<file path="src/rtl/mem_arbiter_pkg.sv">
// Shared definitions for the two-client memory arbiter: state encoding,
// client ids and memory-port geometry.
package mem_arbiter_pkg;

  localparam int WORD_ADDR_BITS    = 30;
  localparam int MEM_DATA_BITS_DEF = 128;
  localparam int MEM_ADDR_BITS_DEF = WORD_ADDR_BITS - 2;
  localparam int MASK_BITS_DEF     = MEM_DATA_BITS_DEF / 8;

  localparam logic CLIENT_IC = 1'b0;
  localparam logic CLIENT_DC = 1'b1;

  typedef enum logic [1:0] {
    ST_IDLE  = 2'd0,
    ST_REQ   = 2'd1,
    ST_WDATA = 2'd2,
    ST_RESP  = 2'd3
  } arb_state_e;

  // On a tie the client that did not win last time gets the grant.
  function automatic logic rr_pick(input logic [1:0] req, input logic last);
    logic pick;
    case (req)
      2'b01:   pick = CLIENT_IC;
      2'b10:   pick = CLIENT_DC;
      2'b11:   pick = ~last;
      default: pick = last;
    endcase
    return pick;
  endfunction

endpackage

</file>
<file path="src/rtl/mem_arbiter_rr_arb2.sv">
// Two-input round-robin grant. last_grant advances only when the granted
// client actually completes its request handshake.
module rr_arb2
  import mem_arbiter_pkg::*;
(
  input  logic       clk_i,
  input  logic       reset_i,
  input  logic [1:0] req_i,
  input  logic       update_i,
  input  logic       update_id_i,
  output logic       grant_valid_o,
  output logic       grant_id_o
);

  logic last_grant_q;
  logic last_grant_d;

  // Grant selection from current requests and fairness history.
  always_comb begin
    grant_valid_o = |req_i;
    grant_id_o    = rr_pick(req_i, last_grant_q);
    if (update_i) begin
      last_grant_d = update_id_i;
    end else begin
      last_grant_d = last_grant_q;
    end
  end

  // Fairness history register.
  always_ff @(posedge clk_i) begin
    if (reset_i) begin
      last_grant_q <= CLIENT_IC;
    end else begin
      last_grant_q <= last_grant_d;
    end
  end

endmodule

</file>
<file path="src/rtl/mem_arbiter.sv">
// Merges the instruction- and data-cache memory ports onto one backing
// memory port, one transaction at a time, with a combinational datapath.
module mem_arbiter
  import mem_arbiter_pkg::*;
#(
  parameter int MEM_DATA_BITS = MEM_DATA_BITS_DEF,
  parameter int MEM_ADDR_BITS = MEM_ADDR_BITS_DEF,
  parameter int MASK_BITS     = MEM_DATA_BITS / 8
) (
  input  logic                     clk,
  input  logic                     reset,

  input  logic                     ic_mem_req_valid,
  output logic                     ic_mem_req_ready,
  input  logic [MEM_ADDR_BITS-1:0] ic_mem_req_addr,
  input  logic                     ic_mem_req_rw,
  input  logic                     ic_mem_req_data_valid,
  output logic                     ic_mem_req_data_ready,
  input  logic [MEM_DATA_BITS-1:0] ic_mem_req_data_bits,
  input  logic [MASK_BITS-1:0]     ic_mem_req_data_mask,
  output logic                     ic_mem_resp_valid,
  output logic [MEM_DATA_BITS-1:0] ic_mem_resp_data,

  input  logic                     dc_mem_req_valid,
  output logic                     dc_mem_req_ready,
  input  logic [MEM_ADDR_BITS-1:0] dc_mem_req_addr,
  input  logic                     dc_mem_req_rw,
  input  logic                     dc_mem_req_data_valid,
  output logic                     dc_mem_req_data_ready,
  input  logic [MEM_DATA_BITS-1:0] dc_mem_req_data_bits,
  input  logic [MASK_BITS-1:0]     dc_mem_req_data_mask,
  output logic                     dc_mem_resp_valid,
  output logic [MEM_DATA_BITS-1:0] dc_mem_resp_data,

  output logic                     mem_req_valid,
  input  logic                     mem_req_ready,
  output logic [MEM_ADDR_BITS-1:0] mem_req_addr,
  output logic                     mem_req_rw,
  output logic                     mem_req_data_valid,
  input  logic                     mem_req_data_ready,
  output logic [MEM_DATA_BITS-1:0] mem_req_data_bits,
  output logic [MASK_BITS-1:0]     mem_req_data_mask,
  input  logic                     mem_resp_valid,
  input  logic [MEM_DATA_BITS-1:0] mem_resp_data,

  output logic                     protocol_err
);

  arb_state_e state_q, state_d;
  logic       owner_q, owner_d;
  logic       err_q, err_d;

  logic                     grant_valid_s;
  logic                     grant_id_s;
  logic                     own_req_valid_s;
  logic                     own_rw_s;
  logic                     own_data_valid_s;
  logic [MEM_ADDR_BITS-1:0] own_addr_s;
  logic [MEM_DATA_BITS-1:0] own_bits_s;
  logic [MASK_BITS-1:0]     own_mask_s;
  logic                     in_req_s;
  logic                     in_wdata_s;
  logic                     req_hs_s;
  logic                     fwd_s;
  logic                     unexpected_s;
  logic                     own_is_dc_s;

  rr_arb2 u_rr_arb2 (
    .clk_i         (clk),
    .reset_i       (reset),
    .req_i         ({dc_mem_req_valid, ic_mem_req_valid}),
    .update_i      (req_hs_s),
    .update_id_i   (owner_q),
    .grant_valid_o (grant_valid_s),
    .grant_id_o    (grant_id_s)
  );

  // Owner-side request/data selection; the other client never leaks through.
  always_comb begin
    own_is_dc_s = (owner_q == CLIENT_DC);
    if (own_is_dc_s) begin
      own_req_valid_s  = dc_mem_req_valid;
      own_rw_s         = dc_mem_req_rw;
      own_addr_s       = dc_mem_req_addr;
      own_data_valid_s = dc_mem_req_data_valid;
      own_bits_s       = dc_mem_req_data_bits;
      own_mask_s       = dc_mem_req_data_mask;
    end else begin
      own_req_valid_s  = ic_mem_req_valid;
      own_rw_s         = ic_mem_req_rw;
      own_addr_s       = ic_mem_req_addr;
      own_data_valid_s = ic_mem_req_data_valid;
      own_bits_s       = ic_mem_req_data_bits;
      own_mask_s       = ic_mem_req_data_mask;
    end
  end

  // Handshake qualifiers; everything is gated off while reset is high.
  always_comb begin
    in_req_s     = (state_q == ST_REQ)   && !reset;
    in_wdata_s   = (state_q == ST_WDATA) && !reset;
    req_hs_s     = in_req_s && own_req_valid_s && mem_req_ready;
    fwd_s        = !reset && mem_resp_valid &&
                   ((state_q == ST_RESP) || (req_hs_s && !own_rw_s));
    unexpected_s = mem_resp_valid &&
                   ((state_q == ST_IDLE) || (state_q == ST_WDATA));
  end

  // Next-state logic for the transaction FSM.
  always_comb begin
    state_d = state_q;
    owner_d = owner_q;
    err_d   = err_q | unexpected_s;
    case (state_q)
      ST_IDLE: begin
        if (grant_valid_s) begin
          owner_d = grant_id_s;
          state_d = ST_REQ;
        end else begin
          state_d = ST_IDLE;
        end
      end
      ST_REQ: begin
        if (!own_req_valid_s) begin
          state_d = ST_IDLE;
        end else if (mem_req_ready) begin
          if (own_rw_s) begin
            state_d = ST_WDATA;
          end else if (mem_resp_valid) begin
            state_d = ST_IDLE;
          end else begin
            state_d = ST_RESP;
          end
        end else begin
          state_d = ST_REQ;
        end
      end
      ST_WDATA: begin
        if (own_data_valid_s && mem_req_data_ready) begin
          state_d = ST_IDLE;
        end else begin
          state_d = ST_WDATA;
        end
      end
      ST_RESP: begin
        if (mem_resp_valid) begin
          state_d = ST_IDLE;
        end else begin
          state_d = ST_RESP;
        end
      end
      default: begin
        state_d = ST_IDLE;
      end
    endcase
  end

  // FSM, owner and sticky error registers.
  always_ff @(posedge clk) begin
    if (reset) begin
      state_q <= ST_IDLE;
      owner_q <= CLIENT_IC;
      err_q   <= 1'b0;
    end else begin
      state_q <= state_d;
      owner_q <= owner_d;
      err_q   <= err_d;
    end
  end

  // Memory-side and client-side output muxing.
  always_comb begin
    mem_req_valid         = in_req_s && own_req_valid_s;
    mem_req_addr          = own_addr_s;
    mem_req_rw            = own_rw_s;
    mem_req_data_valid    = in_wdata_s && own_data_valid_s;
    mem_req_data_bits     = own_bits_s;
    mem_req_data_mask     = own_mask_s;

    ic_mem_req_ready      = in_req_s   && !own_is_dc_s && mem_req_ready;
    dc_mem_req_ready      = in_req_s   &&  own_is_dc_s && mem_req_ready;
    ic_mem_req_data_ready = in_wdata_s && !own_is_dc_s && mem_req_data_ready;
    dc_mem_req_data_ready = in_wdata_s &&  own_is_dc_s && mem_req_data_ready;

    ic_mem_resp_valid     = fwd_s && !own_is_dc_s;
    dc_mem_resp_valid     = fwd_s &&  own_is_dc_s;
    ic_mem_resp_data      = mem_resp_data;
    dc_mem_resp_data      = mem_resp_data;

    protocol_err          = err_q;
  end

endmodule

</file>
<file path="config.mk">
export PLATFORM = sky130hd
export DESIGN_NAME = mem_arbiter
export DESIGN_NICKNAME = d
export VERILOG_FILES = /design/src/rtl/mem_arbiter_pkg.sv /design/src/rtl/mem_arbiter_rr_arb2.sv /design/src/rtl/mem_arbiter.sv
export SDC_FILE = /design/constraint.sdc
export NUM_CORES = 1
export LEC_CHECK = 0
export ABC_AREA = 1
export CORE_AREA = 10 10 346 348
export CTS_CLUSTER_SIZE = 16
export DETAILED_ROUTE_END_ITERATION = 8
export DIE_AREA = 0 0 356 358
export PLACE_DENSITY_LB_ADDON = 0.08
export SLEW_MARGIN = 20
export SYNTH_ARGS = -nofsm -noshare
export SYNTH_HDL_FRONTEND = slang
export SYNTH_SLANG_ARGS = --single-unit
</file>
<file path="constraint.sdc">
create_clock -name clk -period 1.4 [get_ports clk]
set_input_delay 0.21 -clock clk [delete_from_list [all_inputs] [get_ports clk]]
set_output_delay 0.21 -clock clk [all_outputs]
set_load 0.01 [all_outputs]
</file>
* Yosys cells after proc, flatten, opt, wreduce, memory -nomap -nowiden *
Cells that the tools add are included.

word-level totals
  register bits = 5
  input port bits = 483
  word-level logic and storage cells = 54

cells by class
  equality and inequality tests = 6
  muxes and demuxes = 14
  bitwise logic cells = 2
  reduce and logical (&&, ||, !) cells = 28

operators by type and width
  operator              count
  $mux W128             1
  $mux W28              1
  $logic_and A1 B1 Y1   20
  $mux W16              1
  $mux W2               5
  $eq A2 B2 Y1 const B  4
  $pmux W2 S4           1
  $eq A2 B1 Y1 const B  2
  $mux W1               4
  $logic_not A1 Y1      3
  $pmux W1 S3           1
  $logic_not A2 Y1      1
  $logic_or A1 B1 Y1    2
  $reduce_and A2 Y1     1
  $reduce_or A2 Y1      1
  $not A1 Y1            1
  $or A1 B1 Y1          1

* Logic depth before layout (Yosys ltp) *
Gate-level depths: netlist of the first run.

  depth after elaboration = 8
  gate-level depth with buffers = 7
  gate-level depth less buffers = 7

* Hierarchy *
From an unflattened synthesis of the first run, not the netlist that was laid out.

second synthesis, totals
  cell total of the unflattened synthesis = 878
  area total of the unflattened synthesis = 4441.8 sq um

modules (own cells, without submodules)
  module       times used  cells an instance  area an instance (sq um)  sequential area each (sq um)
  mem_arbiter  1           868                4384.2                    80.1
  rr_arb2      1           10                 57.6                      20.0

* Worst setup path after synthesis of the first run *
OpenSTA, ideal clock, no wires.

  path kind = register to output
  from = reg owner_q (netlist: own_is_dc_s)
  to = out dc_mem_resp_valid
  data arrival time = 0.947 ns
  setup slack = 0.243 ns
  cell stages (with the launch flop) = 8
  cells stage by stage = dfxtp_1 > buf_6 > nand2_2 > nand2_2 > nand3_1 > nand2_1 > nand2_1 > nor2_1

between the ends
  cells in the longest elaborated chain, start to end = 7

ends and longest elaborated chain
  item                              line                text
  from (decl)                       mem_arbiter.sv:50   logic owner_q, owner_d;
  from (signal assigned)            mem_arbiter.sv:166  owner_q <= owner_d;
  $mux W1                           mem_arbiter.sv:81   if (own_is_dc_s) begin
  $logic_and A1 B1 Y1 (2 in a row)  mem_arbiter.sv:102  req_hs_s = in_req_s && own_req_valid_s && mem_req_ready;
  $logic_and A1 B1 Y1               mem_arbiter.sv:104  ((state_q == ST_RESP) || (req_hs_s && !own_rw_s));
  $logic_or A1 B1 Y1                mem_arbiter.sv:104
  $logic_and A1 B1 Y1               mem_arbiter.sv:103  fwd_s = !reset && mem_resp_valid &&
  $logic_and A1 B1 Y1 *             mem_arbiter.sv:186  dc_mem_resp_valid = fwd_s && own_is_dc_s;
  to (decl)                         mem_arbiter.sv:32   output logic dc_mem_resp_valid,

Mark *: on every way between the ends. The rest lies on a longest branch, timed or not.

* Final worst setup path of the first run *
  from = reg owner_q (netlist: own_is_dc_s)
  to = out mem_req_data_mask[7]

between the ends
  cells in the longest elaborated chain, start to end = 1

ends and longest elaborated chain
  item       line               text
  $mux W16   mem_arbiter.sv:81
  to (decl)  mem_arbiter.sv:42  output logic [MASK_BITS-1:0] mem_req_data_mask,

No other way between the ends.

==> results of run 1 <==
==> per-layer routing <==
metal	share of wire (%)	global-route usage, %
met1	36	8.322
met2	48	13.42
met3	14	4.906
met5	0.40	0.4527
met4	2.5	1.868
==> where the power goes <==
part	leakage [uW]	switching, uW	internal [uW]	total (uW)
combinational	0.00613	3300	4130	7430
clock	0.0000382	97.6	378	475
sequential	0.0000418	16.0	156	172
total	0.00621	3420	4660	8080
==> state kept, by name, indices dropped and copies added, names as in the netlist <==
signal,count
own_is_dc_s,1
protocol_err,1
u_rr_arb2.last_grant_q,1
state_q,2
==> area by class of cell <==
cell class / instances / area [um2]
Tap cell: 1500 / 1877
Multi-Input combinational cell: 571 / 4105
Timing Repair inverter: 3 / 90.09
Sequential cell: 5 / 103.9
Fill cell: 12961 / 97870
Clock buffer: 4 / 78.83
Antenna cell: 6 / 15.01
Inverter: 12 / 71.32
Timing Repair Buffer: 714 / 8134
==> cell families (layout without fill, tap and decap cells) <==
logic type | after synthesis | count (layout) | synth area share, %
AND/OR/NAND/NOR | 566 | 566 | 47.56
buffers and inverters | 307 | 733 | 49.63
AO/OA/AOI/OAI | 5 | 5 | 0.6071
flip-flops | 5 | 5 | 2.208
other | 0 | 6 | 0
==> worst paths after layout <==
path | start | to | depth (start not counted)
worst max-delay path | own_is_dc_s$_SDFFE_PP0P_ | mem_req_data_mask[7] | 8
worst min-delay path | mem_resp_data[74] | dc_mem_resp_data[74] | 0
worst max register to register | own_is_dc_s$_SDFFE_PP0P_ | state_q[1]$_SDFF_PP0_ | 13
worst min register to register | u_rr_arb2.last_grant_q$_SDFFE_PP0P_ | u_rr_arb2.last_grant_q$_SDFFE_PP0P_ | 2
==> per-stage QoR <==
| step | worst slack [ns] | TNS (ns) |
|---|---|---|
| finish | -0.4321 | -56.48 |
| detailed placement | -0.6060 | -76.29 |
| global route | -0.5294 | -68.64 |
| global placement | -0.7011 | -78.67 |
| CTS | -0.5853 | -64.99 |
| floorplan | 0.2433 | 0 |
==> cells in the final DEF (no fill, tap or decap), types with 11 or more instances in the layout <==
master and n:
buf_2 35, buf_4 39, buf_12 57, nand2_2 178
nand2_4 148, nand2_1 197, buf_16 18, clkbuf_16 11
nand2_8 18, buf_8 17, clkdlybuf4s50_1 355, buf_6 175
==> worst reg2reg max path: stages, from the launching register on <==
cell     delay [ns]
dfxtp_4        0.36
buf_12         0.14
buf_16         0.14
buf_6          0.11
buf_6          0.12
nand2_4        0.05
nand2_4        0.06
buf_6          0.12
buf_6          0.10
buf_6          0.10
nand2_4        0.06
nor2_2         0.04
nor2_1         0.08
nor2_1         0.05
==> timing repair <==
| action | CTS | global route |
|---|---|---|
| setup buffers | 99 | 37 |
| resized for setup | 990 | 591 |
| setup endpoints to repair | 181 | 185 |
| pin swaps | 45 | 78 |
| gates cloned | 22 | 10 |
==> reports/results.txt, run 1 <==
The worst setup path is launched from a flop. The tools report the endpoint class of the critical path as an output pin. Leading register cell type out of synthesis: dfxtp_1. The tools report the relative max-transition margin as 81.01%. IR analysis of the VDD net gives a maximum drop of 0.2498 mV.

At the pin with the least slew margin, the transition time is 0.2842 ns. The cell at the slowest stage of the critical path was dfxtp_4. Along the worst path, the maximum fanout reaches 5. nand2_1 takes more of the synthesized area than any other cell. The average instance area after synthesis was 5.134 um2. The first detailed-routing pass took 4 iterations. Subtracting the final worst setup slack from the clock period gives 1.832 ns. The area added between synthesis and finish was 219.3%; the reported max-cap violation count was 0.

Setup repair after global routing could not meet its margin everywhere. The later pin in the worst-skew pair is clocked with a latency of 0.23 ns. The core region is 112300 um2.

The logs give 12.88% for the final cell utilization of the core and -0.24 ns for the internal reg-to-reg setup slack. Summed over all nets, the half-perimeter wirelength after detailed placement is 43000 um. Yosys attributes the largest share of cell area to nand2_1, buf_4, buf_6.

The share of async-settable or async-resettable flops after synthesis came out at 0%. The run gives 127400 um2 as the overall die area. The net count of the mapped netlist was 1366; the final number of max-transition violations was 0.

The root buffer cell chosen for the clock tree is clkbuf_16. Walking the worst path, the cells encountered are buf_12 -> buf_12 -> clkinv_16 -> buf_12 -> clkbuf_16 -> nand2_1 -> nand2_1 -> buf_2. The count of nets left with antenna violations after detail routing came out at 0. The initial utilization of the core area, before any placement, comes to 4.035%. During placement, the flow inserted port buffers numbering 536. For the placed instance count, the log shows 2678. The H-tree depth reported by CTS was 1. The tools report the data arrival at the endpoint of the critical path as 1.62 ns. The via count of the first global-routing pass was 7436. The run finished, with violations left. The synthesized flop and latch total was 5. DRC marker count from the first detailed-route iteration: 186. The worst hold slack after final layout is 0.4200 ns, and the total design power is 8077 uW.

The total standard cell area after synthesis was 4533 um2. The die is 356 um wide. Yosys mapped the design onto 18 distinct sky130hd cell types. TritonCTS built the clock tree. The die is 358 um tall.

For the global placer's final weighted congestion, the log shows 0.7863. Yosys mapped a number of flops with a built-in enable equal to 0. Yosys printed 0 warnings.

In this design, the critical path's most frequently occurring cell is buf_12. Summing the sequential cell areas from Yosys gives 2.208% of the chip area. For this design the ratio of total power to cell area is 558.0 nW/um2. After clock tree synthesis, the clock-pin slew on the worst setup and hold paths is 0.03 ns.

The final reports fail on negative setup slack. The run gives 0 as the number of failing hold endpoints at the final stage. For this design, the CTS-stage hold fixing added 0 buffers. Summed over all layers, the routed wires come to 56090 um. For the smallest setup slack after layout, the log shows -0.4321 ns. The most common cell in the synthesized netlist is nand2_1. The routed layout has 6959 vias. Setup violations remaining at the end of the flow were counted as 185.

Global routing consumed, over all layers together, 7.966% of the routing resources. For this run, the number of standard cells in the final layout without fillers is 2815. For this run, the post-layout net count is 1793.

After routing the design area is 14480 um2. The class of the most critical setup path is flop to output pin. The routed wire length per instance is 19.92 um, and the largest net degree at the start of global routing is 20. The count of unresolved DRC violations after routing was 0; the count of mapped cells out of synthesis was 883. Floorplan row count: 123. The upper clock frequency limit is 545.8 MHz, and the fraction of layout cells with a size suffix above 1 is 55.39%. For this design the static power due to leakage is 0.006212 uW. The number of clock buffers added by TritonCTS is 3.

The number of buffer and inverter instances along the worst setup path is 6. Clock skew on the completed layout was measured at 0.002804 ns. Grouping stages by cell kind, the critical path spends the most delay in buffers and inverters. The mean number of vias per cell was 2.472. By count the netlist is led by nand2_1, buf_4, buf_2. The logs give 2 for the deepest clock path buffer count and 0 for the remaining global-route overflow.

In the finished design, the share of the clock period the worst path needs comes to 130.9%. The first global-routing pass estimated 69480 um of wire. The required time reported for the critical path endpoint is 1.19 ns, and the initial antenna violation count is 14. The path class of the tightest hold or removal check is input pin to output pin. During I/O placement, the number of pins put on the boundary was 921. Once placement finished, the instance area stood at 10310 um2. The sink count of the clock tree is 5. The delay of the slowest cell on the worst path was 0.38 ns; the portion of synthesized cell area occupied by the leading cell type was 44.47%.
No activity file was read; power rests on OpenSTA's default activity.
==> run 2, diff against run 1 <==
- PLACE_DENSITY: default -> 0.3
- PLACE_DENSITY_LB_ADDON: 0.08 -> default
==> run 2 against run 1 <==
  * The flow still finishes with violations (negative setup slack)
  * Clock power fell by 1%
  * Routed wire length grew 38%
  * Core utilization is 2.1 points lower
  * Non-clock buffer count fell by 100
  * Clock skew fell by 0.0019 ns
  * Critical path depth shrank 3
  * Critical path type unchanged
  * Critical endpoint is now mem_req_data_bits[18]
==> reports/results.txt, run 2 (synthesized netlist as in run 1, its figures left out) <==
The remaining global-route overflow came out at 0. The sink count of the clock tree is 5, and the upper clock frequency limit is 569.9 MHz. In the routed design, unresolved DRC markers number 0. The final number of max-transition violations is 0. The cell family contributing the most delay on the critical path is buffers and inverters. Final setup violation count: 182. The final layout contains 1690 nets.

The logs give 6966 for the via count of the first global-routing pass and 4.035% for the initial core utilization. After routing the design area is 12170 um2. The register with the most flip-flops is state_q. The worst hold path begins at reset.

The count of nets left with antenna violations after detail routing was 0; the flip-flop count of the largest register, all copies and words added was 2. Global routing used 11.21% of the available tracks. In the routed layout, each cell is associated on average with a via count of 2.407. Setup repair after global routing could not meet its margin everywhere. Of the cells placed in the final design, the portion with a size suffix greater than 1 is 34.99%. The setup clock skew after layout is 0.0008573 ns. The total design power came out at 7446 uW.

On the final layout, the worst hold slack is 0.3254 ns. The slew of the pin with the lowest slew margin was 0.2432 ns; the number of I/O port buffers was 536. For the internal reg-to-reg setup slack, the log shows -0.21 ns. The congestion estimate from routability-driven global placement came to 0.7664. The clock root buffer was clkbuf_16. Traced cell by cell, the critical path runs through buf_4 -> clkbuf_16 -> nand2_1 -> nand2_2 -> clkdlybuf4s15_2. The first TritonRoute pass finished after 4 iterations. The tools report the reported max-cap violation count as 0. Headroom to the max-slew limit came out at 83.76%. The final worst-path cycle share was 125.3%; the clock latency at the later pin of the worst-skew pair was 0.23 ns.

The delay of the slowest cell on the worst path works out to 0.45 ns. For this design the ratio of total power to cell area is 612.1 nW/um2. After clock tree synthesis, the clock-pin slew on the worst setup and hold paths is 0.03 ns. The tools report the overall die area as 127400 um2. For this design, the slowest cell found on the critical path is dfxtp_4. After floorplanning, the core was divided into 123 placement rows.

The clock buffer count from CTS was 3. Once detailed placement completed, the half-perimeter wirelength came to 71300 um. The DRC marker count from the first detailed-route iteration came out at 264. The flow ran to the end, but the final reports show violations. The final period demand of the worst path was 1.755 ns. TritonCTS built the clock tree. The smallest setup slack after layout was -0.3548 ns; the wire length of the first global-routing pass was 91340 um.

In this run the standard cell core region covers 112300 um2. The worst setup path is of the flop to output pin kind. The number of vias in the routed layout was 6519. Across the VDD grid, the largest voltage drop is 0.2044 mV. For this block, the routed nets add up to 77510 um of wire. The critical path starts at own_is_dc_s$_SDFFE_PP0P_. Number of buffer and inverter instances along the worst setup path: 3.

For the number of failing hold endpoints at the final stage, the log shows 0. The reported leakage power came out at 0.005100 uW. The initial antenna violation count was 13; the vertical extent of the die was 358 um.

The finished layout holds 2708 standard cells, fillers aside. Including well taps, the total number of placed cells is 2671. The largest net degree at the start of global routing was 30.

The worst hold path belongs to the class input pin to flop. The H-tree depth reported by CTS came out at 1. Routed wire length per instance: 28.62 um. The worst setup path is captured at an output pin.

The area added between synthesis and finish works out to 168.4%. The clock passes through at most 2 buffers. The total negative slack came out at -42.44 ns. The library cells used most frequently in the layout, excluding fill and tap cells, are nand2_1, clkdlybuf4s50_1, nand2_2. The start of the worst register-to-register path was own_is_dc_s$_SDFFE_PP0P_. The die is 356 um wide. The placed instances occupy a cell area of 11090 um2.

The tools report the required time reported for the critical path endpoint as 1.19 ns. The worst setup path is launched from a flop. The maximum fanout encountered on the critical timing path came out at 7.

The final reports fail on negative setup slack. For the number of I/O pins, the log shows 921. Data arrives at the worst endpoint at 1.54 ns. The most common cell after layout, fill and taps aside was nand2_1.
run 2: cell type report:
class                      count  area [um2]
antenna                        2       5.005
clock buffer                   4       78.83
fill                       13152      100200
inverter                      12       52.55
multi-input combinational    571        2690
sequential                     5       105.1
tap                         1500        1877
timing repair buffer         614        7357
run 2: through the flow:
stage          worst slack (ns)  utilization [%]
3_5_place_dp            -0.6066            9.867
3_3_place_gp            -0.6405            9.867
2_1_floorplan            0.2433                -
4_1_cts                 -0.3935            10.52
6_report                -0.3548            10.83
5_1_grt                 -0.3982            10.82
run 2: final timing paths:
path                                                             to  cells past startpoint
worst max-delay path                          mem_req_data_bits[18]                      5
worst min-delay path                        protocol_err$_SDFF_PP0_                      2
worst max register to register                state_q[1]$_SDFF_PP0_                     10
worst min register to register  u_rr_arb2.last_grant_q$_SDFFE_PP0P_                      2
run 2: repair_timing:
item | 4_1_cts | 5_1_grt
hold buffers | 0 | 0
setup buffers | 19 | 6
pin swaps | 18 | 15
gates cloned | 2 | 5
gates resized for setup | 349 | 89
setup endpoints to repair | 183 | 183
run 2: where the power goes:
part	leakage, uW	total, uW	switching (uW)	internal, uW
registers	0.0000420	180	23.2	157
clock network	0.0000382	470	92.2	377
logic	0.00502	6800	3260	3530
total	0.00510	7450	3380	4070
run 2: per-layer routing:
metal | routed length (um) | share of wire, % | global-route usage (%)
met1 | 27150 | 35 | 11.51
met2 | 34870 | 45 | 17.87
met3 | 15050 | 19 | 10.03
met4 | 303 | 0.39 | 0.4151
met5 | 132 | 0.17 | 0
==> run 3, diff against run 2 <==
- CORE_AREA: 10 10 346 348 -> 2 2 358 360
- DIE_AREA: 0 0 356 358 -> 0 0 360 362
==> run 3 against run 2 <==
  * Via count increased by 2.7%
  * The flow still finishes with violations (negative setup slack)
  * Largest cell class unchanged
  * Count of clock-buffer cells in the layout unchanged
  * Sequential share of layout area decreased by 0.081 points
==> reports/results.txt, run 3 (synthesized netlist as in run 1, its figures left out) <==
The tools report the startpoint type of the worst setup path as a flop. The clock reaches the later pin of the worst-skew pair after 0.23 ns. Setup repair after global routing could not meet its margin everywhere. The flip-flop count of the largest register, all copies and words added is 2, and the area added between synthesis and finish is 199.5%. The net count of the finished layout is 1728.

The number of buffers and inverters on the critical path is 7. The part of the power in the clock network is 5.6%, and the relative max-transition margin is 86.25%. The number of I/O port buffers was 536. The floorplan step defined a die boundary enclosing 130300 um2. Pin placement for this block handled 921 I/O pins. The number of cells on the worst hold path was 3; the minimum setup slack after placement was -0.7433 ns.

The flow ran to the end, but the final reports show violations. The tools report the endpoint class of the critical path as an output pin. For this block, the routed nets add up to 79570 um of wire. For this configuration, the core starts out at a cell density of 3.578%. The final reports fail on negative setup slack. The final number of max-transition violations came out at 0. After detailed routing, the number of vias per cell comes to 2.298. The startpoint identified for the worst hold timing path is reset. Counting along the longest clock path gives a buffer depth of 2. The number of cell instances on the worst register-to-register path works out to 12. In this run the vertical extent of the chip is 362 um. Data on the critical path is required at its endpoint by 1.19 ns.

The setup clock skew after layout came out at 0.001514 ns. Leaving out fill and tap cells, the most frequent cells in the layout are clkdlybuf4s50_1, nand2_1, nand2_2. The largest net degree at the start of global routing came out at 20.

The DRC marker count from the first detailed-route iteration came out at 216. The category of cells accounting for the largest share of critical-path delay is buffers and inverters. The final route contains 6693 vias. After clock tree synthesis, the clock-pin slew on the worst setup and hold paths is 0.03 ns. In this run the standard cell core region covers 126700 um2. Cells fill 10.72% of the core in the end. On the critical path, the stage with the largest delay is an instance of dfxtp_4. The critical path goes through buf_12 -> inv_16 -> buf_12 -> buf_16 -> buf_12 -> buf_8 -> nand2_4 -> nand2_4 -> buf_12.

The run gives 183 as the final setup violation count. Reg-to-reg critical path endpoint: state_q[1]$_SDFF_PP0_. Sink count of the clock tree: 5. The class of the most critical setup path is flop to output pin. In this run the power spent charging and discharging nets is 3741 uW. The worst hold path terminates at state_q[1]$_SDFF_PP0_. Portion of total power attributed to sequential cells: 2.1%. The register with the most flip-flops is state_q. The tools report the clock root buffer as clkbuf_16.

The tools report the count of TritonRoute iterations in the first routing pass as 6. The most numerous cell type found on the critical path is buf_12. For this run, the total global-route usage over all layers was measured as 11.68%. The switching power as a share of total power was 44.95%. After detailed routing, the average wire length per cell comes to 27.33 um. The run gives -0.4360 ns as the smallest setup slack after layout.

The count of unresolved DRC violations after routing was 0; the data arrival at the endpoint of the critical path was 1.63 ns. Once detail routing completed, the nets flagged for antenna violations numbered 0. VDD sags by at most 0.1834 mV. For the initial antenna violation count, the log shows 15. Routability-driven placement finished with a final weighted congestion of 0.7929.

For this run the aggregate overflow at the end of global routing stands at 0. TritonCTS built the clock tree. The run gives 0 as the reported max-cap violation count.

The internal portion of the total power is 4581 uW. The final period demand of the worst path works out to 1.836 ns. Classification of the worst-slack hold path: input pin to flop.

The number of hold buffers added after CTS was 0. Of all nets on the critical path, the largest fanout is 5. The worst register-to-register path has a setup slack of -0.12 ns. The fraction of layout cells with a size suffix above 1 works out to 44.69%. The tools report the via count of the first global-routing pass as 7011. The final worst-path cycle share was 131.1%; the number of failing hold endpoints at the final stage was 0.

The logs give 95340 um for the wire length of the first global-routing pass and 544.7 MHz for the upper clock frequency limit. The tools report the start of the worst register-to-register path as own_is_dc_s$_SDFFE_PP0P_. In this design, the stage delay of the slowest critical-path cell is 0.36 ns. The tools report the combinational cell fraction of total power as 92.3%. Detailed placement finished with a half-perimeter wire length of 70240 um. Measured along the x axis, the die boundary spans 360 um.

The slew of the pin with the lowest slew margin came out at 0.2060 ns. The analysis attributes to cell leakage a power of 0.005593 uW. For the total negative slack, the log shows -55.73 ns. The library cell used most frequently in the layout, excluding fill and tap cells, is clkdlybuf4s50_1. TritonCTS created 3 clock buffers. Floorplan row count: 131.

For this design the ratio of total power to cell area is 612.9 nW/um2. The run gives 1 as the H-tree depth reported by CTS.
## run 3: cell type report
| class | instances | area [um2] |
|---|---|---|
| diodes | 6 | 15.01 |
| well taps | 1662 | 2079 |
| clock buffers | 4 | 78.83 |
| repair inverters | 2 | 22.52 |
| multi-input cells | 571 | 3169 |
| flip-flops and latches | 5 | 106.4 |
| inverters | 12 | 61.31 |
| fillers | 14735 | 113100 |
| repair buffers | 650 | 8044 |
## run 3: worst max-delay path by stage
stage / startpoint / endpoint / slack [ns] / depth (start not counted)
2_1_floorplan: own_is_dc_s$_SDFFE_PP0P_ / dc_mem_resp_valid / 0.24 / 7
3_3_place_gp: dc_mem_req_valid / ic_mem_resp_valid / -0.76 / 8
3_5_place_dp: dc_mem_req_valid / ic_mem_resp_valid / -0.74 / 8
4_1_cts: own_is_dc_s$_SDFFE_PP0P_ / mem_req_data_mask[12] / -0.49 / 9
5_1_grt: own_is_dc_s$_SDFFE_PP0P_ / mem_req_data_bits[2] / -0.50 / 9
6_report: own_is_dc_s$_SDFFE_PP0P_ / mem_req_data_mask[12] / -0.44 / 9
## run 3: through the flow
stage	cell area (um2)	std cells	hold slack [ns]	power, uW
2_1_floorplan	4533	883	0.2791	2281
3_3_place_gp	11130	2835	0.4201	6566
3_5_place_dp	11130	2835	0.4201	6532
4_1_cts	12940	2891	0.4201	8375
5_1_grt	13560	2907	0.4201	8900
6_report	13580	2912	0.4140	8322
## run 3: worst min-delay path: cells and delay by family
family,cells,cell delay (ns)
buf+inv,2,0.34
simple gates,1,0.05
## run 3: power by group through the flow
stage / logic (uW) / clock network (uW) / registers, uW
after floorplan: 2110 / 0 / 169
after global placement: 6380 / 0 / 187
after detailed placement: 6340 / 0 / 187
after CTS: 7730 / 472 / 169
after global routing: 8240 / 483 / 175
final: 7680 / 466 / 173
## run 3: metal layers
metal	routed length (um)	up-vias	share of wire, %	global-route usage (%)
li1	-	3106	-	-
met1	29460	2906	37	12.71
met2	36230	626	46	18.94
met3	13540	41	17	8.776
met4	254	14	0.32	0.4778
met5	83	-	0.10	0
## run 3: repair_timing
action	4_1_cts	5_1_grt
setup endpoints to repair	183	183
buffers inserted	35	14
pin swaps	37	35
gates resized for setup	491	186
cloned	19	2
